### src/rtl/hazard_control_unit.sv
`default_nettype none
// ============================================================================
// Module      : hazard_control_unit
// Description : EX-stage operand forwarding plus load-use, MUL/DIV and branch
//               stall/flush control for a 5-stage RISC-V pipeline.
// Revision    : 1.0 - initial release
// ============================================================================
module hazard_control_unit #(
    parameter int REG_ADDR_W        = 5,
    parameter int LOAD_STALL_CYCLES = 1,
    parameter int MULDIV_CYCLES     = 4
) (
    input  logic                  clk,
    input  logic                  reset,
    input  logic [REG_ADDR_W-1:0] readReg1_ID,
    input  logic [REG_ADDR_W-1:0] readReg2_ID,
    input  logic [REG_ADDR_W-1:0] readReg1_EX,
    input  logic [REG_ADDR_W-1:0] readReg2_EX,
    input  logic                  memRead_IDtoEX,
    input  logic [REG_ADDR_W-1:0] writeReg_IDtoEX,
    input  logic                  regWrite_EXtoMEM,
    input  logic [REG_ADDR_W-1:0] writeReg_EXtoMEM,
    input  logic                  regWrite_MEMtoWB,
    input  logic [REG_ADDR_W-1:0] writeReg_MEMtoWB,
    input  logic                  mulDivStart,
    input  logic                  branchTaken_EX,
    output logic [1:0]            forwardA,
    output logic [1:0]            forwardB,
    output logic                  stallF,
    output logic                  stallD,
    output logic                  stallE,
    output logic                  flushD,
    output logic                  flushE,
    output logic                  flushM,
    output logic                  mdBusy
);

    localparam int MAX_CYCLES = (LOAD_STALL_CYCLES > MULDIV_CYCLES) ? LOAD_STALL_CYCLES : MULDIV_CYCLES;
    localparam int CNT_W      = $clog2(MAX_CYCLES) + 1;

    localparam logic [CNT_W-1:0] C_LOAD_INIT = CNT_W'(LOAD_STALL_CYCLES - 2);
    localparam logic [CNT_W-1:0] C_MD_INIT   = CNT_W'(MULDIV_CYCLES - 2);
    localparam logic [CNT_W-1:0] C_CNT_ONE   = CNT_W'(1);

    localparam logic [1:0] C_ST_IDLE       = 2'd0;
    localparam logic [1:0] C_ST_LOAD_STALL = 2'd1;
    localparam logic [1:0] C_ST_MD_BUSY    = 2'd2;

    localparam logic [1:0] C_FWD_RF  = 2'b00;
    localparam logic [1:0] C_FWD_WB  = 2'b01;
    localparam logic [1:0] C_FWD_MEM = 2'b10;

    logic [1:0]       state_q;
    logic [1:0]       state_d;
    logic [CNT_W-1:0] cnt_q;
    logic [CNT_W-1:0] cnt_d;

    logic             w_load_use;
    logic [1:0]       w_fwd_a;
    logic [1:0]       w_fwd_b;

    function automatic logic [1:0] fwd_sel(
        input logic [REG_ADDR_W-1:0] src,
        input logic                  mem_we,
        input logic [REG_ADDR_W-1:0] mem_rd,
        input logic                  wb_we,
        input logic [REG_ADDR_W-1:0] wb_rd
    );
        logic [1:0] sel;
        sel = C_FWD_RF;
        if (mem_we && (mem_rd != '0) && (mem_rd == src)) begin
            sel = C_FWD_MEM;
        end else if (wb_we && (wb_rd != '0) && (wb_rd == src)) begin
            sel = C_FWD_WB;
        end
        return sel;
    endfunction

    always_comb begin
        w_fwd_a = fwd_sel(readReg1_EX, regWrite_EXtoMEM, writeReg_EXtoMEM,
                          regWrite_MEMtoWB, writeReg_MEMtoWB);
        w_fwd_b = fwd_sel(readReg2_EX, regWrite_EXtoMEM, writeReg_EXtoMEM,
                          regWrite_MEMtoWB, writeReg_MEMtoWB);
        w_load_use = memRead_IDtoEX && (writeReg_IDtoEX != '0) &&
                     ((writeReg_IDtoEX == readReg1_ID) || (writeReg_IDtoEX == readReg2_ID));
    end

    // State register
    always_ff @(posedge clk) begin
        if (reset) begin
            state_q <= C_ST_IDLE;
            cnt_q   <= '0;
        end else begin
            state_q <= state_d;
            cnt_q   <= cnt_d;
        end
    end

    // Next-state logic. In MD_BUSY the counter holds the MD_BUSY cycles still
    // to run including the current one; the IDLE start cycle supplies the
    // first stall cycle, so total occupancy is MULDIV_CYCLES-1 stalled cycles.
    always_comb begin
        state_d = state_q;
        cnt_d   = cnt_q;
        case (state_q)
            C_ST_IDLE: begin
                if (branchTaken_EX) begin
                    state_d = C_ST_IDLE;
                end else if (mulDivStart) begin
                    if (MULDIV_CYCLES > 2) begin
                        state_d = C_ST_MD_BUSY;
                        cnt_d   = C_MD_INIT;
                    end
                end else if (w_load_use) begin
                    if (LOAD_STALL_CYCLES > 1) begin
                        state_d = C_ST_LOAD_STALL;
                        cnt_d   = C_LOAD_INIT;
                    end
                end
            end
            C_ST_LOAD_STALL: begin
                if (cnt_q == '0) begin
                    state_d = C_ST_IDLE;
                end else begin
                    cnt_d = cnt_q - C_CNT_ONE;
                end
            end
            C_ST_MD_BUSY: begin
                if (cnt_q <= C_CNT_ONE) begin
                    state_d = C_ST_IDLE;
                    cnt_d   = '0;
                end else begin
                    cnt_d = cnt_q - C_CNT_ONE;
                end
            end
            default: begin
                state_d = C_ST_IDLE;
                cnt_d   = '0;
            end
        endcase
    end

    // Output logic; everything is forced low while reset is held
    always_comb begin
        forwardA = C_FWD_RF;
        forwardB = C_FWD_RF;
        stallF   = 1'b0;
        stallD   = 1'b0;
        stallE   = 1'b0;
        flushD   = 1'b0;
        flushE   = 1'b0;
        flushM   = 1'b0;
        mdBusy   = 1'b0;
        if (!reset) begin
            forwardA = w_fwd_a;
            forwardB = w_fwd_b;
            case (state_q)
                C_ST_IDLE: begin
                    if (branchTaken_EX) begin
                        flushD = 1'b1;
                        flushE = 1'b1;
                    end else if (mulDivStart) begin
                        mdBusy = 1'b1;
                        stallF = 1'b1;
                        stallD = 1'b1;
                        stallE = 1'b1;
                        flushM = 1'b1;
                    end else if (w_load_use) begin
                        stallF = 1'b1;
                        stallD = 1'b1;
                        flushE = 1'b1;
                    end
                end
                C_ST_LOAD_STALL: begin
                    stallF = 1'b1;
                    stallD = 1'b1;
                    flushE = 1'b1;
                end
                C_ST_MD_BUSY: begin
                    mdBusy = 1'b1;
                    stallF = 1'b1;
                    stallD = 1'b1;
                    stallE = 1'b1;
                    flushM = 1'b1;
                end
                default: begin
                    stallF = 1'b0;
                end
            endcase
        end
    end

endmodule
`default_nettype wire

### config.mk
export PLATFORM = sky130hd
export DESIGN_NAME = hazard_control_unit
export DESIGN_NICKNAME = d
export VERILOG_FILES = /design/src/rtl/hazard_control_unit.sv
export SDC_FILE = /design/constraint.sdc
export NUM_CORES = 1
export LEC_CHECK = 0
export ABC_AREA = 1
export CELL_PAD_IN_SITES_DETAIL_PLACEMENT = 1
export CELL_PAD_IN_SITES_GLOBAL_PLACEMENT = 1
export CORE_MARGIN = 5
export CORE_UTILIZATION = 22
export CTS_CLUSTER_DIAMETER = 150
export DETAILED_ROUTE_END_ITERATION = 8
export PLACE_DENSITY_LB_ADDON = 0.1
export REMOVE_ABC_BUFFERS = 1
export SLEW_MARGIN = 20
export SYNTH_ARGS = -nofsm -noshare
export SYNTH_HDL_FRONTEND = slang
export SYNTH_SLANG_ARGS = --single-unit
### constraint.sdc
create_clock -name clk -period 1.3 [get_ports clk]
set_input_delay 0.195 -clock clk [delete_from_list [all_inputs] [get_ports clk]]
set_output_delay 0.195 -clock clk [all_outputs]
set_load 0.005 [all_outputs]
# Word level (Yosys, flattened, before mapping)

Cells that the tools add are included.

Input bits: 42
Flip-flop bits (word level): 5
Word-level logic and storage cells: 67
Output and inout bits: 11

$lt $le $gt $ge: 1
$add $sub $neg: 1
Reductions and logical operators: 17
Multiplexer cells: 32
Equality and inequality tests: 14

Operators by type and width:

| cell                                                           | number |
|---|---|
| equality test 5 bit                                            | 6 |
| two-way mux 2 bit                                              | 8 |
| two-way mux 1 bit                                              | 15 |
| nonzero test 5 bit                                             | 3 |
| two-way mux 3 bit                                              | 4 |
| inequality test 2 bit, second input constant                   | 5 |
| case mux 3 bit (3 select lines)                                | 1 |
| logical AND 1 bit                                              | 8 |
| case mux 1 bit (2 select lines)                                | 3 |
| case mux 2 bit (3 select lines)                                | 1 |
| AND reduction 3 bit                                            | 2 |
| less-or-equal comparator 3 x 1 -> 1 bit, second input constant | 1 |
| logical NOT 3 bit                                              | 1 |
| inequality test 3 bit, second input constant                   | 1 |
| subtractor 3 x 1 -> 3 bit, second input constant               | 1 |
| equality test 2 x 1 -> 1 bit, second input constant            | 1 |
| equality test 2 bit, second input constant                     | 1 |
| logical NOT 2 bit                                              | 1 |
| OR reduction 2 bit                                             | 1 |
| logical OR 1 bit                                               | 1 |

# Logic depth before layout (Yosys ltp)

Word-level depth: 8
Depth in mapped cells: 9
Mapped depth without buffers: 8

# Least setup slack after synthesis

No wires, ideal clock.

Path kind: input -> output
From: in writeReg_IDtoEX[1]
To: out stallF
Arrival: 894 ps
Cell stages on the path: 9
Data required time: 1105 ps
Path slack: 211 ps
Path buffers: 1
Cells stage by stage: inv_1 > nand2_1 > nand2_1 > nor2_1 > nand3_1 > nand2_1 > nand2_1 > a21oi_1 > buf_4

Word-level cells in the longest chain between the ends: 8
Elaborated cells between the ends (all ways): 11
Classes of those cells: eq/ne (2); mux (5); reduce/logical (4)

RTL lines:

| element                                                   | line   | text |
|---|---|---|
| start, declared                                           | 20     | `input logic [REG_ADDR_W-1:0] writeReg_IDtoEX,` |
| equality test 5 bit or nonzero test 5 bit (tied branches) | 85, 84 |  |
| logical OR 1 bit or logical AND 1 bit (tied branches)     | 85, 84 |  |
| logical AND 1 bit *                                       | 84     | `w_load_use = memRead_IDtoEX && (writeReg_IDtoEX != '0) &&` |
| two-way mux 1 bit * (3 in series)                         | -      |  |
| case mux 1 bit (2 select lines) *                         | -      |  |
| two-way mux 1 bit *                                       | -      |  |
| end, declared                                             | 29     | `output logic stallF,` |

Mark *: on every way between the ends. The rest lies on a longest branch, timed or not.

# Final worst setup path

From: reg state_q[1]
To: out stallE

Word-level cells in the longest chain between the ends: 3
Elaborated cells between the ends (all ways): 4
Classes of those cells: eq/ne (1); mux (2); reduce/logical (1)

RTL lines:

| element                                                  | line | text |
|---|---|---|
| start, declared                                          | 53   | `logic [1:0] state_q;` |
| start signal, assigned                                   | 94   | `state_q <= state_d;` |
| equality test 2 bit or logical NOT 2 bit (tied branches) | 157  | `case (state_q)` |
| case mux 1 bit (2 select lines) *                        | 157  |  |
| two-way mux 1 bit *                                      | 154  | `if (!reset) begin` |
| end, declared                                            | 31   | `output logic stallE,` |

Marks and branches as above.

==> summary.md <==
| Metric | Value |
|---|---|
| Req. time, crit path | `1.11 ns` |
| Crit end category | `output pin` |
| Core Area | `3420 µm²` |
| Die area | `just under 5000 µm²` |
| Fillers | `~480` |
| Gr usage total | `0.122` |
| CP startpoint kind | `flop` |
| Synth top area share | `0.157` |
| Share of layout cells above drive strength 1 | `0.510` |
| DP Worst Slack | `-0.877 ns` |
| WS Path Type | `reg -> out` |
| Starting density of the core | `0.232` |
| Max Clk Rate | `approximately 700 MHz` |
| CTS root buffer | `clkbuf_4` |
| Routability Congestion | `~0.8` |
| Worst VDD drop | `0.000137 V` |
| Initial antenna violation count | `0` |
| CP peak stage delay | `0.36 ns` |
| TritonCTS clock tree | `built` |
| Number of setup violations in the final report | `4` |
| Clk buf depth | `2` |
| GRT Residual Overflow | `0` |
| Via-per-instance ratio | `roughly 4.4` |
| Num rows | `21` |
| Outcome | `complete, but fails checks` |
| Num ports | `53` |
| Least-Margin Pin Slew | `0.314 ns` |
| Antenna cells | `0` |
| RSZ-0062 raised after global routing | `yes` |
| Syn avg cell area | `between 5 and 6 µm²` |
| Worst-case clock skew | `about 0.0013 ns` |
| Router iterations before antenna repair | `4` |
| Number of synthesized register bits | `4` |
| Min-delay src | `cnt_q[2]` |
| Dpl cells | `~240` |
| Antenna-violating nets left | `0` |
| Final hold violation count | `0` |
| Sinks on Clock Net | `4` |
| Setup ws final | `-0.0880 ns` |
| Count leader, synth | `nand2_1` |
| Post-synth EDFFs | `0` |
| Wire per inst | `~12 µm` |
| IO buf count | `52` |
| # DRC | `0` |
| Pwr Total | `between 700 and 800 µW` |
| CTS Buf Count | `3` |
| First-pass GRT wire length | `roughly 5000 µm` |
| Drt total wl | `3150 µm` |
| Synth cell types | `25` |
| Crit path max fanout | `4` |
| # nets final | `254` |
| Largest area contributor in the netlist | `nand2_1` |
| Commonest cells in the netlist | `nand2_1, inv_1, nor2_1` |
| Pin count of the biggest net entering global routing | `8` |
| Fin util | `0.432` |
| Static Leak | `just under 0.0008 µW` |
| Worst slew margin | `0.791` |
| Die W | `70.0 µm` |
| Synth async-reset ratio | `0` |
| Worst r2r src | `state_q[1]` |
| Power per cell area | `496 nW/µm²` |
| Worst skew pair latency | `roughly 0.24 ns` |
| Hold_buf cts | `0` |
| Max-cap violations | `0` |
| Failing checks | `negative setup slack` |
| Clock transition at path regs | `about 0.040 ns` |
| Die Span Y | `70.0 µm` |
| Slowest cell on the critical path | `dfxtp_4` |
| Clock H-tree levels | `1` |
| Area contributors post-synth | `nand2_1, xor2_1, inv_1, dfxtp_1, nor2_1` |
| Mapped Cells | `between 100 and 150` |
| Hold crit path type | `reg -> reg` |
| Vias in the first global route | `around 1200` |
| CP cell instances | `inv_4 -> buf_6 -> a21oi_4 -> inv_2 -> nor2_4 -> buf_2` |
| Worst setup startpoint | `state_q[1]` |
| Vias | `1111` |
| Critical Path AT | `between 1 and 1.5 ns` |
| Synth Cell Area | `~800 µm²` |
| Final worst path period share | `1.07` |
| YS warnings | `0` |
| Final Non-Filler Cells | `between 200 and 300` |
| Most common flop cell mapped by yosys | `dfxtp_1` |
| Initial DRC count | `7` |
| Final min period | `1.39 ns` |
| Synth-to-layout area growth | `86.7%` |
| Seq/Total Area, Yosys | `0.101` |
| Pins over their slew limit | `0` |
| Dpl hpwl | `about 2600 µm` |
## metrics by stage
step / hold WS, ns / TNS (ns) / instance area, µm²
finish: 0.499 / -0.284 / 1480
global route: 0.538 / -0.624 / 1480
CTS: 0.496 / -0.282 / 1340
detailed placement: 0.473 / -7.74 / 1400
global placement: 0.467 / -7.24 / 1400
floorplan: 0.264 / 0 / 757
## cell usage in the layout, fill, tap and decap left out, types with 2 or more instances in the layout
| cell type | n |
|---|---|
| buf_2 | 27 |
| nand2_1 | 23 |
| buf_4 | 17 |
| inv_1 | 16 |
| xor2_1 | 13 |
| nor2_1 | 12 |
| nand2_2 | 10 |
| buf_6 | 9 |
| nor2_2 | 7 |
| inv_2 | 7 |
| a21oi_1 | 5 |
| nand3_1 | 5 |
| dlygate4sd2_1 | 5 |
| xnor2_1 | 4 |
| clkbuf_2 | 4 |
| xnor2_2 | 3 |
| nor2_4 | 3 |
| inv_4 | 3 |
| clkbuf_4 | 3 |
| dfxtp_1 | 3 |
| clkdlybuf4s15_1 | 3 |
| o21ai_2 | 2 |
| nand3_2 | 2 |
| nand4_1 | 2 |
| nor3_2 | 2 |
| ha_1 | 2 |
| buf_8 | 2 |
## registers in the layout, indices dropped and copies added (netlist names)
| register | count |
|---|---|
| cnt_q | 3 |
| state_q | 1 |
## repair_timing
| action | CTS | global route |
|---|---|---|
| buffers inserted | 7 | 2 |
| gates resized for setup | 196 | 50 |
| pin swaps | 47 | 25 |
| endpoints found under the setup margin | 11 | 12 |
## logic make-up after synthesis
group | count (synthesis) | share of synthesized area
simple gates | 68 | 0.359
buf+inv | 30 | 0.166
xor+xnor | 20 | 0.222
compound gates | 16 | 0.120
flops | 4 | 0.101
fa+ha+maj | 2 | 0.0316
## routing by layer
metal	track usage	vias to the layer above	routed length [µm]
met1	0.125	505	1190
met4	0.0319	0	29
met5	0	-	0
met3	0.0387	6	208
met2	0.236	38	1720
li1	-	562	-
## worst max-delay path: cells and delay by family, from the launching register on
| family | cells | cell delay (ns) |
|---|---|---|
| AND/OR/NAND/NOR | 1 | 0.12 |
| buffers and inverters | 4 | 0.35 |
| AO/OA/AOI/OAI | 1 | 0.12 |
| flip-flops | 1 | 0.36 |
## area by class of cell
type	count	area, µm²	share of cell area
multi-input cells	106	698	0.473
repair buffers	69	509	0.345
inverters	26	105	0.0712
flip-flops and latches	4	83.8	0.0568
well taps	46	57.6	0.0390
clock buffers	3	22.5	0.0153
## path summary, 6_finish.rpt
check              to  cells after the start  slack [ns]
max            stallE                      6       -0.09
min reg2reg  cnt_q[2]                      2        0.50
min          cnt_q[2]                      2        0.50
max reg2reg  cnt_q[2]                      9        0.02
## report_power, final
group	leakage [µW]	internal, µW	switching [µW]	total, µW
clock	0.0000138	103	53.3	157
combinational	0.000744	226	211	438
sequential	0.0000334	131	7.17	138
total	0.000791	460	272	732
Power figures use the tool's default switching activity.
